[config.mk]
export PLATFORM = sky130hd
export DESIGN_NAME = timer_ctrl
export DESIGN_NICKNAME = d
export VERILOG_FILES = /design/src/rtl/timer_ctrl.sv
export SDC_FILE = /design/constraint.sdc
export NUM_CORES = 1
export LEC_CHECK = 0
export ABC_CLOCK_PERIOD_IN_PS = 2800
export CORE_MARGIN = 4
export CORE_UTILIZATION = 25
export CTS_CLUSTER_SIZE = 40
export DETAILED_ROUTE_END_ITERATION = 10
export PLACE_DENSITY = 0.5
export SLEW_MARGIN = 10
export SYNTH_ARGS = -nofsm -noshare
export SYNTH_HDL_FRONTEND = slang
export SYNTH_SLANG_ARGS = --single-unit
[constraint.sdc]
create_clock -name clk -period 2.8 [get_ports clk]
set_input_delay 0.56 -clock clk [delete_from_list [all_inputs] [get_ports clk]]
set_output_delay 0.56 -clock clk [all_outputs]
set_load 0.03 [all_outputs]
[src/rtl/timer_ctrl.sv]
// -----------------------------------------------------------------------------
// timer_ctrl
//
// Programmable timer controller: an 8-bit up-counter stepped by a clock
// prescaler, compared against a programmable period. It supports one-shot and
// periodic modes, start/pause/abort control and a sticky interrupt with
// acknowledge and overrun detection. All outputs are registered.
//
// Parameters
//   WIDTH         counter and period width
//   PW            prescaler width
//
// Ports
//   clk           clock, all state changes on the rising edge
//   reset         synchronous active-high reset
//   cfg_we        write strobe for cfg_period / cfg_mode / cfg_prescale
//   cfg_period    terminal value P
//   cfg_mode      0 = one-shot, 1 = periodic
//   cfg_prescale  prescale S; the counter steps once per S+1 clocks
//   start         start (from IDLE/DONE) or resume (from PAUSE)
//   stop          pause from RUN, abort from PAUSE, clear from DONE
//   irq_ack       clears irq and ovf
//   value         current count
//   running       high while in RUN
//   done          high while in DONE (one-shot finished)
//   tc            one-cycle terminal-count pulse
//   irq           sticky interrupt request
//   ovf           sticky overrun: terminal count while irq was already set
//   cfg_err       one-cycle pulse: a cfg_we arrived while RUN or PAUSE
// -----------------------------------------------------------------------------
module timer_ctrl #(
    parameter int WIDTH = 8,
    parameter int PW    = 4
) (
    input  logic             clk,
    input  logic             reset,
    input  logic             cfg_we,
    input  logic [WIDTH-1:0] cfg_period,
    input  logic             cfg_mode,
    input  logic [PW-1:0]    cfg_prescale,
    input  logic             start,
    input  logic             stop,
    input  logic             irq_ack,
    output logic [WIDTH-1:0] value,
    output logic             running,
    output logic             done,
    output logic             tc,
    output logic             irq,
    output logic             ovf,
    output logic             cfg_err
);

    localparam logic [1:0] ST_IDLE  = 2'd0;
    localparam logic [1:0] ST_RUN   = 2'd1;
    localparam logic [1:0] ST_PAUSE = 2'd2;
    localparam logic [1:0] ST_DONE  = 2'd3;

    logic [1:0]       state_q,    state_d;
    logic [WIDTH-1:0] value_q,    value_d;
    logic [PW-1:0]    pcnt_q,     pcnt_d;
    logic [WIDTH-1:0] period_q,   period_d;
    logic             mode_q,     mode_d;
    logic [PW-1:0]    prescale_q, prescale_d;
    logic             tc_q,       tc_d;
    logic             irq_q,      irq_d;
    logic             ovf_q,      ovf_d;
    logic             cfg_err_q,  cfg_err_d;
    logic             terminal;

    always_comb begin
        // NOTE: every variable gets a default before any branch so no path
        // leaves one unassigned; otherwise a latch would be inferred.
        state_d    = state_q;
        value_d    = value_q;
        pcnt_d     = pcnt_q;
        period_d   = period_q;
        mode_d     = mode_q;
        prescale_d = prescale_q;
        tc_d       = 1'b0;
        irq_d      = irq_q;
        ovf_d      = ovf_q;
        cfg_err_d  = 1'b0;
        terminal   = 1'b0;

        // Configuration is only writable while no run is active, so a
        // running count never sees its period or prescale change.
        if (cfg_we) begin
            if (state_q == ST_IDLE || state_q == ST_DONE) begin
                period_d   = cfg_period;
                mode_d     = cfg_mode;
                prescale_d = cfg_prescale;
            end else begin
                cfg_err_d = 1'b1;
            end
        end

        // stop is tested first in every state so it always beats start.
        case (state_q)
            ST_IDLE, ST_DONE: begin
                if (stop) begin
                    state_d = ST_IDLE;
                    value_d = '0;
                    pcnt_d  = '0;
                end else if (start) begin
                    state_d = ST_RUN;
                    value_d = '0;
                    pcnt_d  = '0;
                end
            end
            ST_RUN: begin
                if (stop) begin
                    // Pause freezes both counters; no tick this cycle.
                    state_d = ST_PAUSE;
                end else if (pcnt_q == prescale_q) begin
                    pcnt_d = '0;
                    if (value_q == period_q) begin
                        terminal = 1'b1;
                        if (mode_q) begin
                            value_d = '0;
                        end else begin
                            // One-shot parks in DONE showing the final count.
                            state_d = ST_DONE;
                        end
                    end else begin
                        value_d = value_q + WIDTH'(1);
                    end
                end else begin
                    pcnt_d = pcnt_q + PW'(1);
                end
            end
            ST_PAUSE: begin
                if (stop) begin
                    state_d = ST_IDLE;
                    value_d = '0;
                    pcnt_d  = '0;
                end else if (start) begin
                    state_d = ST_RUN;
                end
            end
        endcase

        // Acknowledge clears first; a terminal event in the same cycle then
        // re-asserts irq, and flags an overrun if irq was already pending.
        if (irq_ack) begin
            irq_d = 1'b0;
            ovf_d = 1'b0;
        end
        if (terminal) begin
            tc_d  = 1'b1;
            irq_d = 1'b1;
            if (irq_q) begin
                ovf_d = 1'b1;
            end
        end
    end

    always_ff @(posedge clk) begin
        // NOTE: state registers use non-blocking assignments so every flop
        // samples its pre-edge value regardless of statement order.
        if (reset) begin
            state_q    <= ST_IDLE;
            value_q    <= '0;
            pcnt_q     <= '0;
            period_q   <= '1;
            mode_q     <= 1'b0;
            prescale_q <= '0;
            tc_q       <= 1'b0;
            irq_q      <= 1'b0;
            ovf_q      <= 1'b0;
            cfg_err_q  <= 1'b0;
        end else begin
            state_q    <= state_d;
            value_q    <= value_d;
            pcnt_q     <= pcnt_d;
            period_q   <= period_d;
            mode_q     <= mode_d;
            prescale_q <= prescale_d;
            tc_q       <= tc_d;
            irq_q      <= irq_d;
            ovf_q      <= ovf_d;
            cfg_err_q  <= cfg_err_d;
        end
    end

    assign value   = value_q;
    assign running = (state_q == ST_RUN);
    assign done    = (state_q == ST_DONE);
    assign tc      = tc_q;
    assign irq     = irq_q;
    assign ovf     = ovf_q;
    assign cfg_err = cfg_err_q;

endmodule

Word level (Yosys, flattened, before mapping):

Index checks and enable logic that the tools add are counted.

* output and inout port bits: 14
* register bits after elaboration: 31
* word-level logic and storage cells: 69

* muxes and demuxes: 32
* bitwise operators: 1
* add/sub/neg operators: 2
* reductions and logical operators: 10
* equal/unequal tests: 14

Operators by type and width (number)
* 8-bit 2-to-1 mux: 7
* 8-bit one-hot mux with 3 select lines: 1
* 4-bit 2-to-1 mux: 5
* 2-bit 2-to-1 mux: 6
* 4-bit one-hot mux with 3 select lines: 1
* 1-bit 2-to-1 mux: 11
* 3-bit inequality test, second input constant: 3
* 8-bit by 1-bit adder with 8-bit output, second input constant: 1
* 8-bit equality test: 1
* 3-bit by 2-bit inequality test with 1-bit output, second input constant: 2
* 5-bit AND reduction: 1
* 4-bit by 1-bit adder with 4-bit output, second input constant: 1
* 2-bit equality test, second input constant: 2
* 4-bit equality test: 1
* 2-bit inequality test, second input constant: 2
* 2-bit one-hot mux with 2 select lines: 1
* 4-bit AND reduction: 1
* 2-bit OR reduction: 2
* 3-bit by 1-bit inequality test with 1-bit output, second input constant: 1
* 3-bit AND reduction: 1
* 3-bit OR reduction: 1
* 2-bit by 1-bit equality test with 1-bit output, second input constant: 1
* 2-bit zero test: 1
* 2-bit by 1-bit inequality test with 1-bit output, second input constant: 1
* other kinds (4): 4

Depth between registers and ports, before layout:

* word-level depth: 6
* mapped depth: 8

Worst setup path before layout:

OpenSTA, ideal clock, no wires.

* kind: register to register
* from: register state_q[0]
* to: register value_q[6], in the netlist value[6]
* setup time: 70 ps
* path buffers: 0
* stages on the path, launching flop included: 8
* arrival: 2061 ps
* path slack: 668 ps
* required time: 2730 ps
* cells stage by stage: dfxtp_1 -> inv_1 -> ha_1 -> nor2b_1 -> or3_1 -> or4_1 -> a211o_1 -> a21oi_1

* cells in the longest elaborated chain, start to end: 4

RTL lines
* start, declared: line 58 `logic [1:0] state_q, state_d;`
* start signal, assigned: line 172 `state_q <= state_d;`
* 2-bit equality test or 2-bit zero test (tied branches): line 98 `case (state_q)`
* 2-bit OR reduction: line 98
* 3-bit inequality test (no line)
* 5-bit AND reduction (no line)
* end signal, assigned: line 173 `value_q <= value_d;`
* end, declared: line 59 `logic [WIDTH-1:0] value_q, value_d;`

Several ways; a longest one is shown, not always the timed one.
A chain may end at the register's enable or synchronous reset.

Final worst setup path:

Ends and elaborated chain as after synthesis.

==> flow_summary_export.csv <==
group,metric,value,unit
route,wl_met1,1870,microns
die,die-area,7480,sq um
clocking,insertion_delay,0.28,ns
worst_setup_path,worstPathArrival,2.54,ns
yosys,synth_compound_gate_area_share,0.141,
route,wl_met3,195,microns
sta,holdWs,0.468,ns
sta,fin_crit,2.33,ns
clocking,clk_pin_slew,0.07,ns
yosys,synthCells,181,
die,core_area,5960,sq um
final_layout,diodes,0,
final_layout,postLayoutCellArea,2060,sq um
power,powerDensity,518,nW/um^2
global_route,grt_pass1_vias,1330,
sta,worst_pin_slew,0.520,ns
yosys,synth_area_per_cell,8.50,sq um
worst_setup_path,cp-start-kind,"flop",
yosys,yosys.area_share.simple,0.287,
clocking,postCtsSetupBuffers,0,
clocking,cts_tree,"done",
route,via_per_inst,4.56,
worst_setup_path,r2r_cells,7,
sta,finClkSkew,0.00568,ns
die,die_w,86.5,microns
yosys,ys_async_sr_fraction,0,
yosys,synth-edff-count,0,
yosys,yosysWarnings,0,
sta,finalHoldViolCount,0,
clocking,clk_path_buf_depth,2,
clocking,ctsResizeCount,0,
die,start_util,0.258,
sta,fin_crit_sh,0.831,
worst_setup_path,critPathKind,"reg2reg",
yosys,synth_commonest_cells,"dfxtp_1, nand2_1, a21oi_1",
clocking,cts_made_buffers,5,
route,wl_met2,1560,microns
power,leakagePower,0.000749,uW
sta,maxClockFrequency,430,MHz
final_layout,fill_cells,632,
die,rows,28,
die,die_y,86.5,microns
yosys,synthFlopType,"dfxtp_1",
clocking,numClockSinks,31,
job,drv_cap,0,
clocking,h-tree-depth,2,
sta,setup-tns-final,0,ns
final_layout,fin_nets,239,
die,pin_count,33,
yosys,synth_area_leader_cell,"dfxtp_1",
yosys,netlist.area_leader.share,0.403,
route,drt_iter0_drc,35,
route,routedWlPerCell,12.7,microns
placed_design,globalplace.congestion,0.769,
route,drc,0,
yosys,synthMuxAreaShare,0.00650,
sta,setup_viol,0,
worst_setup_path,crit_required,3.01,ns
global_route,antenna_found_initial,0,
sta,rsz0062_at_grt,"no",
yosys,synthAdderAreaFrac,0.0407,
global_route,grt_pass1_wl,6270,microns
yosys,yosys-top-cells-area,"dfxtp_1, nand2_1, xor2_1",
clocking,root_buffer,"clkbuf_8",
placed_design,dpl.hpwl,2780,microns
yosys,synth_nets,205,
global_route,grt_max_degree,19,
sta,slew_viol_final,0,
route,highest_layer,"met4",
global_route,track_usage,0.107,
worst_setup_path,end_kind,"flop",
placed_design,place_area,1940,sq um
route,postRouteAntennaNets,0,
route,routed-via-count,1328,
yosys,syn_area,1540,sq um
placed_design,numPortBuffers,32,
clocking,ctsHoldBuffers,0,
yosys,ys_ff_latch,31,
run_status,outcome,"complete, no violations",
power,irDropWorstVdd,204,uV
yosys,synth_xor_area_frac,0.0854,
yosys,yosysSeqAreaShare,0.403,
route,drtPass1Iterations,5,
global_route,grt-ovfl-total,0,
worst_setup_path,path_max_fanout,4,
final_layout,areaGrowthSynthToFinish,33.9,%
yosys,synth_top_family_by_area,"simple AND/OR/NAND/NOR gates",
worst_hold_path,holdPathStages,2,
route,drt_wl_total,3690,microns
final_layout,drive_gt1_frac,0.0787,
worst_hold_path,min_path_type,"reg2reg",
yosys,ys_types,39,
sta,slew_headroom,0.651,
-- metal layers --
metal,global-route usage,vias up
li1,-,698
met1,0.143,596
met2,0.157,28
met3,0.0352,6
met4,0.0425,0
met5,0,-
-- through the flow --
| step | util | power, uW | setup slack, ns | instances |
|---|---|---|---|---|
| 6_report | 0.346 | 1070 | 0.472 | 291 |
| 5_1_grt | 0.346 | 1120 | 0.317 | 291 |
| 3_3_place_gp | 0.326 | 620 | 0.339 | 283 |
| 4_1_cts | 0.346 | 1080 | 0.469 | 291 |
| 3_5_place_dp | 0.326 | 621 | 0.319 | 283 |
| 2_1_floorplan | - | 565 | 0.668 | 181 |
-- cell usage in the layout (no fill, tap or decap), drive strengths merged, types with 2 or more instances in the layout --
cell	n
nand3	3
or3	2
inv	6
nor2b	2
o21ai	4
a21oi	14
nor3	2
buf	3
a31oi	2
nand2b	3
nor3b	2
nor4	3
or2	2
xor2	9
a21o	2
ha	5
nor2	11
a211oi	2
clkdlybuf4s50	32
nand4	2
nand2	31
and2	2
o31ai	3
or4	5
nand3b	8
xnor2	6
dfxtp	31
clkbuf	6
-- sequential cells by signal (all words and copies together) (netlist names) --
| register | cells |
|---|---|
| period_q | 8 |
| state_q | 2 |
| cfg_err | 1 |
| prescale_q | 4 |
| tc | 1 |
| irq | 1 |
| mode_q | 1 |
| pcnt_q | 4 |
| ovf | 1 |
| value | 8 |
-- final timing paths --
kind / end / start / slack, ns
worst max-delay path: value[6] / state_q[0] / 0.47
worst min-delay path: prescale_q[0] / prescale_q[0] / 0.47
worst max register to register: value[6] / state_q[0] / 0.47
worst min register to register: prescale_q[0] / prescale_q[0] / 0.47
-- layout make-up --
cell class | instances | area (sq um) | area share
clock buffers | 6 | 82.6 | 0.0401
clock inverters | 2 | 35.0 | 0.0170
flip-flops and latches | 31 | 621 | 0.301
well taps | 75 | 93.8 | 0.0455
repair buffers | 35 | 343 | 0.166
inverters | 6 | 22.5 | 0.0109
multi-input cells | 136 | 863 | 0.419
-- worst max-delay path, cell delays in order (launching register included) --
cell and delay [ns]:
dfxtp_1 0.39, inv_1 0.06, ha_1 0.36, nor2b_1 0.17, or3_1 0.33, or4_1 0.51
a211o_1 0.30, a21oi_1 0.14
-- where the power goes --
| part | total, uW | internal, uW | switching, uW |
|---|---|---|---|
| sequential | 476 | 460 | 15.5 |
| clock | 460 | 288 | 172 |
| combinational | 133 | 64.7 | 68.3 |
| total | 1070 | 813 | 256 |
-- cell families after synthesis --
| kind of cell | count (synthesis) |
|---|---|
| adder cells (fa/ha/maj) | 5 |
| AO/OA/AOI/OAI | 34 |
| multiplexers | 1 |
| XOR/XNOR | 15 |
| flip-flops | 31 |
| buffers and inverters | 14 |
| AND/OR/NAND/NOR | 81 |
Power figures use the tool's default switching activity.
